### config.mk
export PLATFORM = sky130hd
export DESIGN_NAME = floor_call_regfile
export DESIGN_NICKNAME = d
export VERILOG_FILES = /design/src/rtl/floor_call_regfile.sv
export SDC_FILE = /design/constraint.sdc
export NUM_CORES = 1
export LEC_CHECK = 0
export ABC_AREA = 1
export CAP_MARGIN = 20
export CORE_ASPECT_RATIO = 1.75
export CORE_UTILIZATION = 51
export CTS_CLUSTER_SIZE = 28
export DETAILED_ROUTE_END_ITERATION = 8
export GPL_TIMING_DRIVEN = 0
export PLACE_DENSITY = 0.89
export REMOVE_ABC_BUFFERS = 1
export SKIP_CTS_REPAIR_TIMING = 1
export SLEW_MARGIN = 15
export SYNTH_ARGS = -nofsm -noshare
export SYNTH_HDL_FRONTEND = slang
export SYNTH_SLANG_ARGS = --single-unit
### constraint.sdc
create_clock -name clk -period 8.9 [get_ports clk]
set_input_delay 1.78 -clock clk [delete_from_list [all_inputs] [get_ports clk]]
set_output_delay 1.78 -clock clk [all_outputs]
set_load 0.02 [all_outputs]
### src/rtl/floor_call_regfile.sv
// Per-floor elevator call register file: cab / hall-up / hall-down masks, saturating wait ages, oldest-floor report.
// Optional macro CALL_CANCEL_EN: set_type 2'b11 cancels the cab call at set_floor.
module floor_call_regfile #(
  parameter int unsigned NUM_FLOORS = 8,
  parameter int unsigned FLOOR_W    = $clog2(NUM_FLOORS),
  parameter int unsigned AGE_W      = 4
) (
  input  logic                  clk,
  input  logic                  reset,
  input  logic                  set_valid,
  input  logic [FLOOR_W-1:0]    set_floor,
  input  logic [1:0]            set_type,
  input  logic                  svc_valid,
  input  logic [FLOOR_W-1:0]    svc_floor,
  input  logic [1:0]            svc_dir,
  output logic [NUM_FLOORS-1:0] cab_calls,
  output logic [NUM_FLOORS-1:0] up_calls,
  output logic [NUM_FLOORS-1:0] down_calls,
  output logic                  any_call,
  output logic [FLOOR_W:0]      pending_cnt,
  output logic [FLOOR_W-1:0]    oldest_floor,
  output logic                  oldest_valid
);

  localparam int unsigned CNT_W = FLOOR_W + 1;
  localparam logic [AGE_W-1:0] AGE_MAX = '1;

  logic [NUM_FLOORS-1:0] cab_q, cab_d;
  logic [NUM_FLOORS-1:0] up_q, up_d;
  logic [NUM_FLOORS-1:0] down_q, down_d;
  logic [AGE_W-1:0]      age_q [NUM_FLOORS];
  logic [AGE_W-1:0]      age_d [NUM_FLOORS];

  // Next state: apply sets, then clears (clear wins on the same bit), then update ages.
  always_comb begin : next_state_c
    logic set_hit;
    logic svc_hit;
    logic clr_cab;
    logic pend_now;
    logic pend_next;
    cab_d  = cab_q;
    up_d   = up_q;
    down_d = down_q;
    for (int unsigned i = 0; i < NUM_FLOORS; i++) begin
      age_d[i]  = age_q[i];
      set_hit   = set_valid && (set_floor == FLOOR_W'(i));
      svc_hit   = svc_valid && (svc_floor == FLOOR_W'(i));
      clr_cab   = svc_hit;
      pend_now  = 1'b0;
      pend_next = 1'b0;
      if (set_hit && set_type == 2'b00) cab_d[i] = 1'b1;
      if (set_hit && set_type == 2'b01 && i != NUM_FLOORS - 1) up_d[i] = 1'b1;
      if (set_hit && set_type == 2'b10 && i != 0) down_d[i] = 1'b1;
`ifdef CALL_CANCEL_EN
      if (set_hit && set_type == 2'b11) clr_cab = 1'b1;
`endif
      if (clr_cab) cab_d[i] = 1'b0;
      if (svc_hit && svc_dir != 2'b10) up_d[i] = 1'b0;
      if (svc_hit && svc_dir != 2'b01) down_d[i] = 1'b0;
      pend_now  = cab_q[i] | up_q[i] | down_q[i];
      pend_next = cab_d[i] | up_d[i] | down_d[i];
      // Age restarts whenever a floor becomes pending or goes idle.
      if (!pend_now || !pend_next) begin
        age_d[i] = '0;
      end else if (age_q[i] != AGE_MAX) begin
        age_d[i] = age_q[i] + AGE_W'(1);
      end
    end
  end

  always_ff @(posedge clk) begin
    if (reset) begin
      cab_q  <= '0;
      up_q   <= '0;
      down_q <= '0;
      for (int unsigned i = 0; i < NUM_FLOORS; i++) age_q[i] <= '0;
    end else begin
      cab_q  <= cab_d;
      up_q   <= up_d;
      down_q <= down_d;
      for (int unsigned i = 0; i < NUM_FLOORS; i++) age_q[i] <= age_d[i];
    end
  end

  assign cab_calls  = cab_q;
  assign up_calls   = up_q;
  assign down_calls = down_q;

  // Summary outputs depend only on state, so they line up with the masks.
  always_comb begin : summary_c
    logic [NUM_FLOORS-1:0] pend;
    logic [AGE_W-1:0]      best_age;
    logic                  found;
    pend         = cab_q | up_q | down_q;
    any_call     = |pend;
    oldest_valid = |pend;
    pending_cnt  = '0;
    oldest_floor = '0;
    best_age     = '0;
    found        = 1'b0;
    for (int unsigned i = 0; i < NUM_FLOORS; i++) begin
      pending_cnt = pending_cnt + CNT_W'(pend[i]);
      if (pend[i] && (!found || age_q[i] > best_age)) begin
        found        = 1'b1;
        best_age     = age_q[i];
        oldest_floor = FLOOR_W'(i);
      end
    end
  end

endmodule

==> results of run 1 <==
-- worst paths after layout --
check	end	cells past startpoint	slack, ns	startpoint
worst max-delay path	oldest_floor[1]	73	-1.93	up_calls[0]
worst min-delay path	age_q[0][28]	2	0.51	age_q[0][28]
worst max register to register	age_q[0][10]	6	7.47	down_calls[2]
worst min register to register	age_q[0][28]	2	0.51	age_q[0][28]
-- layer usage --
metal,share of wire,track usage
met3,0.062,0.04086
met5,0,0
met4,0.089,0.1745
met1,0.33,0.2349
met2,0.52,0.4963
-- cells by family after synthesis --
group	Yosys count	share of synthesized area
compound gates	83	0.1175
xor+xnor	5	0.01130
fa+ha+maj	44	0.1498
buf+inv	85	0.08331
flops	56	0.2893
simple gates	303	0.3487
-- worst max-delay path: cells and delay by family, from the launching register on --
family          cells  cell delay [ns]
simple gates       45             4.86
fa+ha+maj           7             1.69
compound gates     13             1.26
buf+inv             8             0.50
flops               1             0.38
-- cells in the mapped netlist (4+ instances only) --
cell type / n / area share
a211oi_1: 4 / 0.0077
ha_1: 40 / 0.13
o21ai_0: 28 / 0.036
inv_1: 79 / 0.077
fa_1: 4 / 0.021
and2_1: 11 / 0.018
xor2_1: 4 / 0.0090
nor2_1: 77 / 0.075
nand3_1: 65 / 0.084
nand4_1: 14 / 0.023
dfxtp_1: 56 / 0.29
nor3_1: 5 / 0.0065
a21oi_1: 31 / 0.040
o22ai_1: 12 / 0.019
nand2_1: 117 / 0.11
-- placed cells by master (no fill, tap or decap), types with 7 or more instances in the layout --
cell type         n
dfxtp_1          52
clkdlybuf4s50_1  43
nor2_1           71
o21ai_0          20
and2_4            9
nand2_4          11
inv_1            63
buf_4            13
ha_1             24
nand2_2          19
nand2_1          90
o21ai_1           7
nand3_2          14
nand4_1          14
a21oi_1          27
o22ai_1          12
ha_4             15
nand3_1          50
inv_2            13
-- per-stage QoR --
step	util	hold WS [ns]	power [mW]	instance area (µm²)
5_1_grt	0.7130	0.5540	0.5927	5194
3_5_place_dp	0.6074	0.5028	0.3470	4424
2_1_floorplan	-	0.4765	0.3139	3856
4_1_cts	0.6276	0.5128	0.5426	4572
3_3_place_gp	0.6074	0.4862	0.3439	4424
6_report	0.7130	0.5143	0.5693	5194
-- registers in the layout, summed over array words and instances, names as in the netlist --
name,count
up_calls,8
cab_calls,8
down_calls,8
age_q,32
-- power by group --
group / leakage, nW / internal, mW / switching (mW)
sequential: 0.454 / 0.251 / 0.00141
combinational: 1.84 / 0.0458 / 0.0674
clock: 0.0742 / 0.106 / 0.0980
-- area by class of cell --
class                           instances  area (µm²)
Multi-Input combinational cell        435        2917
Fill cell                             492        2091
Sequential cell                        56        1131
Timing Repair Buffer                   60       566.8
Inverter                               81       324.1
Clock buffer                            5       125.1
Tap cell                               86       107.6
Clock inverter                          3       22.52
==> impl_metrics.py, run 1 <==
metrics = {
    "status": {
        "outcome": "finished with violations",
        "violations": "setup timing",
    },
    "synthesis": {
        "netlist_area_mm2": 0.003875,
        "async_flop_share": 0,
        "synth.distinct_cells": 31,
        "yosys_most_used_dff": "dfxtp_1",
        "ys_warn_count": 0,
        "synth_edf_count": 0,
        "ys_ff_latch": 56,
        "ys_seq_area_frac": 0.2893,
        "syn_avg_cell_area_um2": 6.727,
        "netlist_instances": 576,
    },
    "clocking": {
        "clock_latency_ns": 0.31,
        "clockBufferDepth": 2,
        "cts_max_level": 2,
        "cts_buffers": 5,
        "cts_root_buf": "clkbuf_16",
        "clock_sinks": 56,
        "cts_tree": "built",
        "clk_pin_slew_ns": 0.08,
    },
    "setup_path": {
        "crit_path_max_incr_delay_ns": 0.38,
        "arrival_ns": 9.05,
        "crit_slowest_cell": "dfxtp_4",
        "critPathMostFrequentCell": "nand2_1",
        "critPathMaxFanout": 8,
        "start_kind": "flip-flop",
        "crit_required_ns": 7.12,
        "critical_path_class": "reg2out",
        "critPathCaptureType": "primary output",
    },
    "finish": {
        "diodes": 0,
        "area_growth_syn_to_layout_pct": 34.03,
        "drive_gt1_frac": 0.2156,
        "fin_cells": 726,
        "fin_nets": 697,
    },
    "timing": {
        "max_freq_mhz": 92.33,
        "relSlewSlack": 0.3708,
        "worst_slack_ns": -1.931,
        "rsz0062_at_grt": "true",
        "setup_tns_ns": -5.689,
        "finalSetupViolations": 3,
        "skew_ns": 0.008031,
        "worstMarginPinSlew_ns": 0.9409,
        "min_period_ns": 10.83,
        "finalCritPeriodShare": 1.217,
        "slew_violations": 0,
        "hold_viol": 0,
    },
    "placement": {
        "dp_hpwl_mm": 7.927,
        "dp_slack_ns": -2.208,
        "place.gp.congestion": 0.8957,
        "io_buffers": 46,
        "dpl.cell_count": 704,
    },
    "route": {
        "drt_first_pass_iters": 5,
        "wl_mm": 12.93,
        "drc_errors": 0,
        "ant_nets": 0,
        "vias": 4469,
        "drt-vias-per-instance": 6.156,
        "avgRoutedWirePerCell_um": 17.80,
        "drtIter0Drc": 452,
    },
    "global_routing": {
        "grt_pass1_vias": 4004,
        "overflow": 0,
        "grt_max_degree": 26,
        "grt_pass1_wl_mm": 16.19,
        "antenna_found_initial": 0,
        "grtUsageTotal": 0.2627,
    },
    "min_path": {
        "hold_path.class": "reg2reg",
    },
    "floorplan": {
        "io_pins": 47,
        "die_x_um": 67.89,
        "dieArea_mm2": 0.007964,
        "start_util": 0.5319,
        "dieHeight_um": 117.3,
        "coreArea_mm2": 0.007284,
        "rows": 41,
    },
    "pwr": {
        "vdd_drop_max_mv": 0.08571,
        "power_density_mw_per_mm2": 109.6,
        "p_leak_nw": 2.369,
    },
    "run": {
        "timing.max_cap.violations": 0,
    },
}
Note: power is estimated with default switching activity, not from simulation.
==> inputs of run 2 (changes only) <==
--- a/config.mk
+++ b/config.mk
@@ -16,5 +16,4 @@
 export REMOVE_ABC_BUFFERS = 1
 export SKIP_CTS_REPAIR_TIMING = 1
-export SLEW_MARGIN = 15
 export SYNTH_ARGS = -nofsm -noshare
 export SYNTH_HDL_FRONTEND = slang
==> constraint.sdc (replaced) <==
create_clock -name clk -period 8.9 [get_ports clk]
set_input_delay 1.78 -clock clk [delete_from_list [all_inputs] [get_ports clk]]
set_output_delay 1.78 -clock clk [all_outputs]
set_load 0.01 [all_outputs]
==> impl_metrics.py, run 2 (synthesized netlist as in run 1, its figures left out) <==
metrics = {
    "setup_path": {
        "r2r-end": "age_q[0][27]",
        "crit_start": "cab_calls[0]",
        "crit_path_max_incr_delay_ns": 0.34,
        "start_kind": "flip-flop",
        "r2r-start": "down_calls[6]",
        "critPathMaxFanout": 8,
        "critPathCaptureType": "primary output",
        "r2r_cells": 4,
        "critical_path_class": "reg2out",
        "worst-r2r-setup-slack_ns": 7.50,
        "arrival_ns": 8.97,
        "critPathMostFrequentCell": "nand2_1",
        "crit_slowest_cell": "dfxtp_2",
        "worstSetupEndpoint": "oldest_floor[1]",
        "crit_required_ns": 7.12,
    },
    "timing": {
        "worst_slack_ns": -1.847,
        "worstMarginPinSlew_ns": 0.9034,
        "finalCritPeriodShare": 1.207,
        "slew_violations": 0,
        "relSlewSlack": 0.3959,
        "finalSetupViolations": 3,
        "skew_ns": 0.006641,
        "max_freq_mhz": 93.05,
        "rsz0062_at_grt": "true",
        "min_period_ns": 10.75,
        "hold_viol": 0,
    },
    "finish": {
        "postLayoutCoreUtil": 0.7138,
        "layout_common_cells": "90 x nand2_1, 71 x nor2_1, 62 x inv_1, 52 x dfxtp_1, 49 x nand3_1",
        "fin_nets": 698,
        "largest_register_ffs": 32,
        "postLayoutCellArea_mm2": 0.005200,
        "largest_register": "age_q",
        "final_common_cell": "nand2_1",
        "area_growth_syn_to_layout_pct": 34.19,
        "nFillCells": 514,
        "diodes": 0,
        "drive_gt1_frac": 0.2200,
    },
    "pwr": {
        "p_total_uw": 563.4,
        "switching_share": 0.2880,
        "power_frac_comb": 0.189,
        "vdd_drop_max_mv": 0.1011,
        "intPower_uw": 401.2,
        "power_density_mw_per_mm2": 108.4,
        "power_frac_seq": 0.448,
        "p_clk_frac": 0.363,
        "p_switching_uw": 162.3,
        "p_leak_nw": 2.375,
    },
    "global_routing": {
        "grtUsageTotal": 0.2627,
        "grt_pass1_wl_mm": 16.19,
        "grt_pass1_vias": 4004,
        "antenna_found_initial": 0,
        "grt_max_degree": 26,
        "overflow": 0,
    },
    "route": {
        "drc_errors": 0,
        "drtIter0Drc": 329,
        "wl_mm": 12.63,
        "drt-vias-per-instance": 6.078,
        "ant_nets": 0,
        "drt_first_pass_iters": 5,
        "avgRoutedWirePerCell_um": 17.37,
        "vias": 4419,
    },
    "floorplan": {
        "io_pins": 47,
        "start_util": 0.5319,
        "dieArea_mm2": 0.007964,
        "rows": 41,
        "dieHeight_um": 117.3,
        "coreArea_mm2": 0.007284,
        "die_x_um": 67.89,
    },
    "clocking": {
        "cts_max_level": 2,
        "cts_root_buf": "clkbuf_16",
        "clock_latency_ns": 0.31,
        "clockBufferDepth": 2,
        "clk_pin_slew_ns": 0.08,
        "clock_sinks": 56,
        "cts_tree": "built",
        "cts_buffers": 5,
    },
    "status": {
        "violations": "setup timing",
        "outcome": "finished with violations",
    },
    "placement": {
        "place.gp.congestion": 0.8957,
        "dp_hpwl_mm": 7.927,
        "dpl-instance-area_mm2": 0.004424,
        "io_buffers": 46,
    },
    "run": {
        "timing.max_cap.violations": 0,
    },
    "min_path": {
        "hold_path.class": "reg2reg",
    },
}
==> run 2: changes by cell type in the layout (fill, tap and decap cells not counted), sizes merged <==
cell and delta:
buf -1, clkbuf +2
==> run 2: power groups by stage <==
| stage | logic [mW] | clock network [mW] | registers, mW |
|---|---|---|---|
| floorplan | 0.0501 | 0 | 0.259 |
| global placement | 0.0805 | 0 | 0.259 |
| detailed placement | 0.0835 | 0 | 0.259 |
| CTS | 0.0845 | 0.200 | 0.253 |
| global route | 0.116 | 0.218 | 0.253 |
| finish | 0.107 | 0.204 | 0.253 |
==> run 2: metal layers <==
| layer | track usage | vias to the layer above | wire length (µm) |
|---|---|---|---|
| met5 | 0 | - | 0 |
| met4 | 0.1745 | 0 | 1068 |
| met3 | 0.04086 | 101 | 780 |
| met2 | 0.4963 | 253 | 6662 |
| met1 | 0.2349 | 2026 | 4117 |
| li1 | - | 2039 | - |
==> run 2: worst min-delay path by stage <==
stage | startpoint | to | cells past startpoint
floorplan | age_q[0][12] | age_q[0][12] | 2
global placement | age_q[0][28] | age_q[0][28] | 2
detailed placement | age_q[0][28] | age_q[0][28] | 2
CTS | age_q[0][28] | age_q[0][28] | 2
global route | up_calls[7] | up_calls[7] | 2
finish | age_q[0][28] | age_q[0][28] | 2
==> run 2: layout make-up <==
cell class,instances,area [µm²],share of cell area
Clock buffer,5,125.1,0.02406
Clock inverter,3,22.52,0.004331
Tap cell,86,107.6,0.02069
Inverter,81,324.1,0.06232
Multi-Input combinational cell,435,2924,0.5623
Timing Repair Buffer,61,565.5,0.1088
Sequential cell,56,1131,0.2175
==> run 2: worst max-delay path, delay by kind of cell (launching register included) <==
family          cells  cell delay [ns]
buf+inv            12             0.85
simple gates       43             4.34
compound gates     13             1.44
fa+ha+maj           7             1.65
flops               1             0.34
==> run 2: through the flow <==
step / instances / worst slack [ns] / TNS, ns / hold WS [ns]
finish: 727 / -1.847 / -5.422 / 0.5134
global route: 727 / -2.303 / -6.782 / 0.5600
CTS: 712 / -2.566 / -7.636 / 0.5128
detailed placement: 704 / -2.140 / -6.359 / 0.5028
global placement: 704 / -1.766 / -5.233 / 0.4862
floorplan: 572 / -0.4603 / -1.299 / 0.4765
==> inputs of run 3 (changes only) <==
--- a/config.mk
+++ b/config.mk
@@ -9,9 +9,10 @@
 export CAP_MARGIN = 20
 export CORE_ASPECT_RATIO = 1.75
-export CORE_UTILIZATION = 51
+export CORE_UTILIZATION = 52
+export CTS_BUF_LIST = sky130_fd_sc_hd__clkbuf_4
 export CTS_CLUSTER_SIZE = 28
 export DETAILED_ROUTE_END_ITERATION = 8
 export GPL_TIMING_DRIVEN = 0
-export PLACE_DENSITY = 0.89
+export PLACE_DENSITY = 0.9
 export REMOVE_ABC_BUFFERS = 1
 export SKIP_CTS_REPAIR_TIMING = 1
==> constraint.sdc (replaced) <==
create_clock -name clk -period 8.9 [get_ports clk]
set_input_delay 1.335 -clock clk [delete_from_list [all_inputs] [get_ports clk]]
set_output_delay 1.335 -clock clk [all_outputs]
set_load 0.01 [all_outputs]
==> impl_metrics.py, run 3 (synthesized netlist as in run 1, its figures left out) <==
metrics = {
    "status": {
        "outcome": "finished with violations",
        "violations": "setup timing",
    },
    "floorplan": {
        "dieArea_mm2": 0.007815,
        "dieHeight_um": 116.2,
        "rows": 41,
        "io_pins": 47,
        "start_util": 0.5357,
        "die_x_um": 67.26,
        "coreArea_mm2": 0.007233,
    },
    "setup_path": {
        "critical_path_class": "reg2out",
        "crit_start": "up_calls[0]",
        "arrival_ns": 8.88,
        "crit_family": "simple AND/OR/NAND/NOR gates",
        "crit_slowest_cell": "dfxtp_2",
        "r2r-end": "age_q[0][10]",
        "critPathCaptureType": "primary output",
        "r2r_cells": 6,
        "worst-r2r-setup-slack_ns": 7.46,
        "r2r-start": "down_calls[2]",
        "crit_path_max_incr_delay_ns": 0.41,
        "critPathMostFrequentCell": "nand2_1",
        "crit_required_ns": 7.57,
        "critPathMaxFanout": 8,
        "start_kind": "flip-flop",
        "cp.buffers_inverters": 12,
    },
    "min_path": {
        "hold_end": "up_calls[7]",
        "min_from": "up_calls[7]",
        "holdPathStages": 2,
        "hold_path.class": "reg2reg",
    },
    "placement": {
        "dpl-instance-area_mm2": 0.004424,
        "dp_hpwl_mm": 7.957,
        "io_buffers": 46,
        "place.gp.congestion": 0.8722,
        "dp_slack_ns": -1.679,
    },
    "pwr": {
        "power_frac_comb": 0.207,
        "vdd_drop_max_mv": 0.08241,
        "switching_share": 0.2893,
        "p_clk_frac": 0.285,
        "power_density_mw_per_mm2": 97.67,
        "p_total_uw": 499.7,
        "intPower_uw": 355.1,
        "p_switching_uw": 144.6,
        "p_leak_nw": 2.293,
        "power_frac_seq": 0.507,
    },
    "timing": {
        "min_period_ns": 10.21,
        "setup_tns_ns": -3.789,
        "skew_ns": 0.006476,
        "worstMarginPinSlew_ns": 0.8943,
        "finalCritPeriodShare": 1.148,
        "hold_viol": 0,
        "rsz0062_at_grt": "true",
        "relSlewSlack": 0.4019,
        "slew_violations": 0,
        "hold_ws_ns": 0.5233,
        "max_freq_mhz": 97.91,
        "worst_slack_ns": -1.313,
        "finalSetupViolations": 3,
    },
    "finish": {
        "largest_register": "age_q",
        "nFillCells": 534,
        "layout_common_cells": "92 x nand2_1, 70 x nor2_1, 62 x inv_1, 54 x nand3_1, 52 x dfxtp_1",
        "drive_gt1_frac": 0.2131,
        "postLayoutCellArea_mm2": 0.005116,
        "largest_register_ffs": 32,
        "fin_nets": 700,
        "area_growth_syn_to_layout_pct": 32.03,
        "final_common_cell": "nand2_1",
    },
    "global_routing": {
        "overflow": 0,
        "grt_max_degree": 26,
        "grt_pass1_vias": 3873,
        "antenna_found_initial": 1,
        "grt_pass1_wl_mm": 16.13,
        "grtUsageTotal": 0.2704,
    },
    "route": {
        "drt-vias-per-instance": 5.901,
        "avgRoutedWirePerCell_um": 16.36,
        "drtIter0Drc": 363,
        "vias": 4308,
        "ant_nets": 0,
        "drc_errors": 0,
        "wl_mm": 11.94,
        "drt_first_pass_iters": 7,
    },
    "run": {
        "timing.max_cap.violations": 0,
    },
    "clocking": {
        "cts_tree": "built",
        "clk_pin_slew_ns": 0.16,
        "clock_latency_ns": 0.41,
        "cts_max_level": 2,
        "clockBufferDepth": 2,
        "cts_buffers": 5,
        "cts_root_buf": "clkbuf_4",
        "clock_sinks": 56,
    },
}
run 3: cell count changes in the layout (fill, tap and decap cells not counted), moves of 5 or more:
cell,change
clkbuf_4,+5
nand3_2,-7
clkbuf_16,-5
nand3_1,+5
run 3: layout make-up:
cell class / count / area [µm²] / area share
well taps: 86 / 107.6 / 0.02103
multi-input cells: 435 / 2898 / 0.5664
diodes: 1 / 2.502 / 0.0004891
repair buffers: 63 / 580.6 / 0.1135
inverters: 81 / 321.6 / 0.06285
flip-flops and latches: 56 / 1126 / 0.2201
clock buffers: 5 / 37.54 / 0.007337
clock inverters: 3 / 42.54 / 0.008315
run 3: worst max path at each step:
| stage | depth (start not counted) | end | slack, ns |
|---|---|---|---|
| floorplan | 75 | oldest_floor[1] | -0.02 |
| detailed placement | 78 | oldest_floor[1] | -1.68 |
| global route | 77 | oldest_floor[1] | -1.92 |
| CTS | 77 | oldest_floor[1] | -2.23 |
| finish | 76 | oldest_floor[1] | -1.31 |
| global placement | 75 | oldest_floor[1] | -1.30 |
run 3: stage by stage:
stage               instances    util
detailed placement        704  0.6117
floorplan                 572       -
global route              730  0.7073
finish                    730  0.7073
CTS                       712  0.6227
global placement          704  0.6117
run 3: worst register-to-register path: stages, from the launching register on:
cell and delay [ns]:
dfxtp_1 0.41, inv_1 0.11, o21ai_0 0.10, o21ai_0 0.18
nand3_1 0.17, nand3_1 0.20, a31oi_1 0.21
run 3: power groups by stage:
stage	combinational (mW)	sequential [mW]	clock (mW)
3_5_place_dp	0.0838	0.259	0
5_1_grt	0.113	0.254	0.150
2_1_floorplan	0.0501	0.259	0
4_1_cts	0.0845	0.253	0.143
6_report	0.103	0.254	0.143
3_3_place_gp	0.0803	0.259	0
run 3: layer usage:
metal / track usage / share of wire / vias up
li1: - / - / 2046
met1: 0.2428 / 0.35 / 1971
met2: 0.5373 / 0.53 / 212
met3: 0.03809 / 0.046 / 79
met4: 0.1603 / 0.072 / 0
met5: 0 / 0 / -
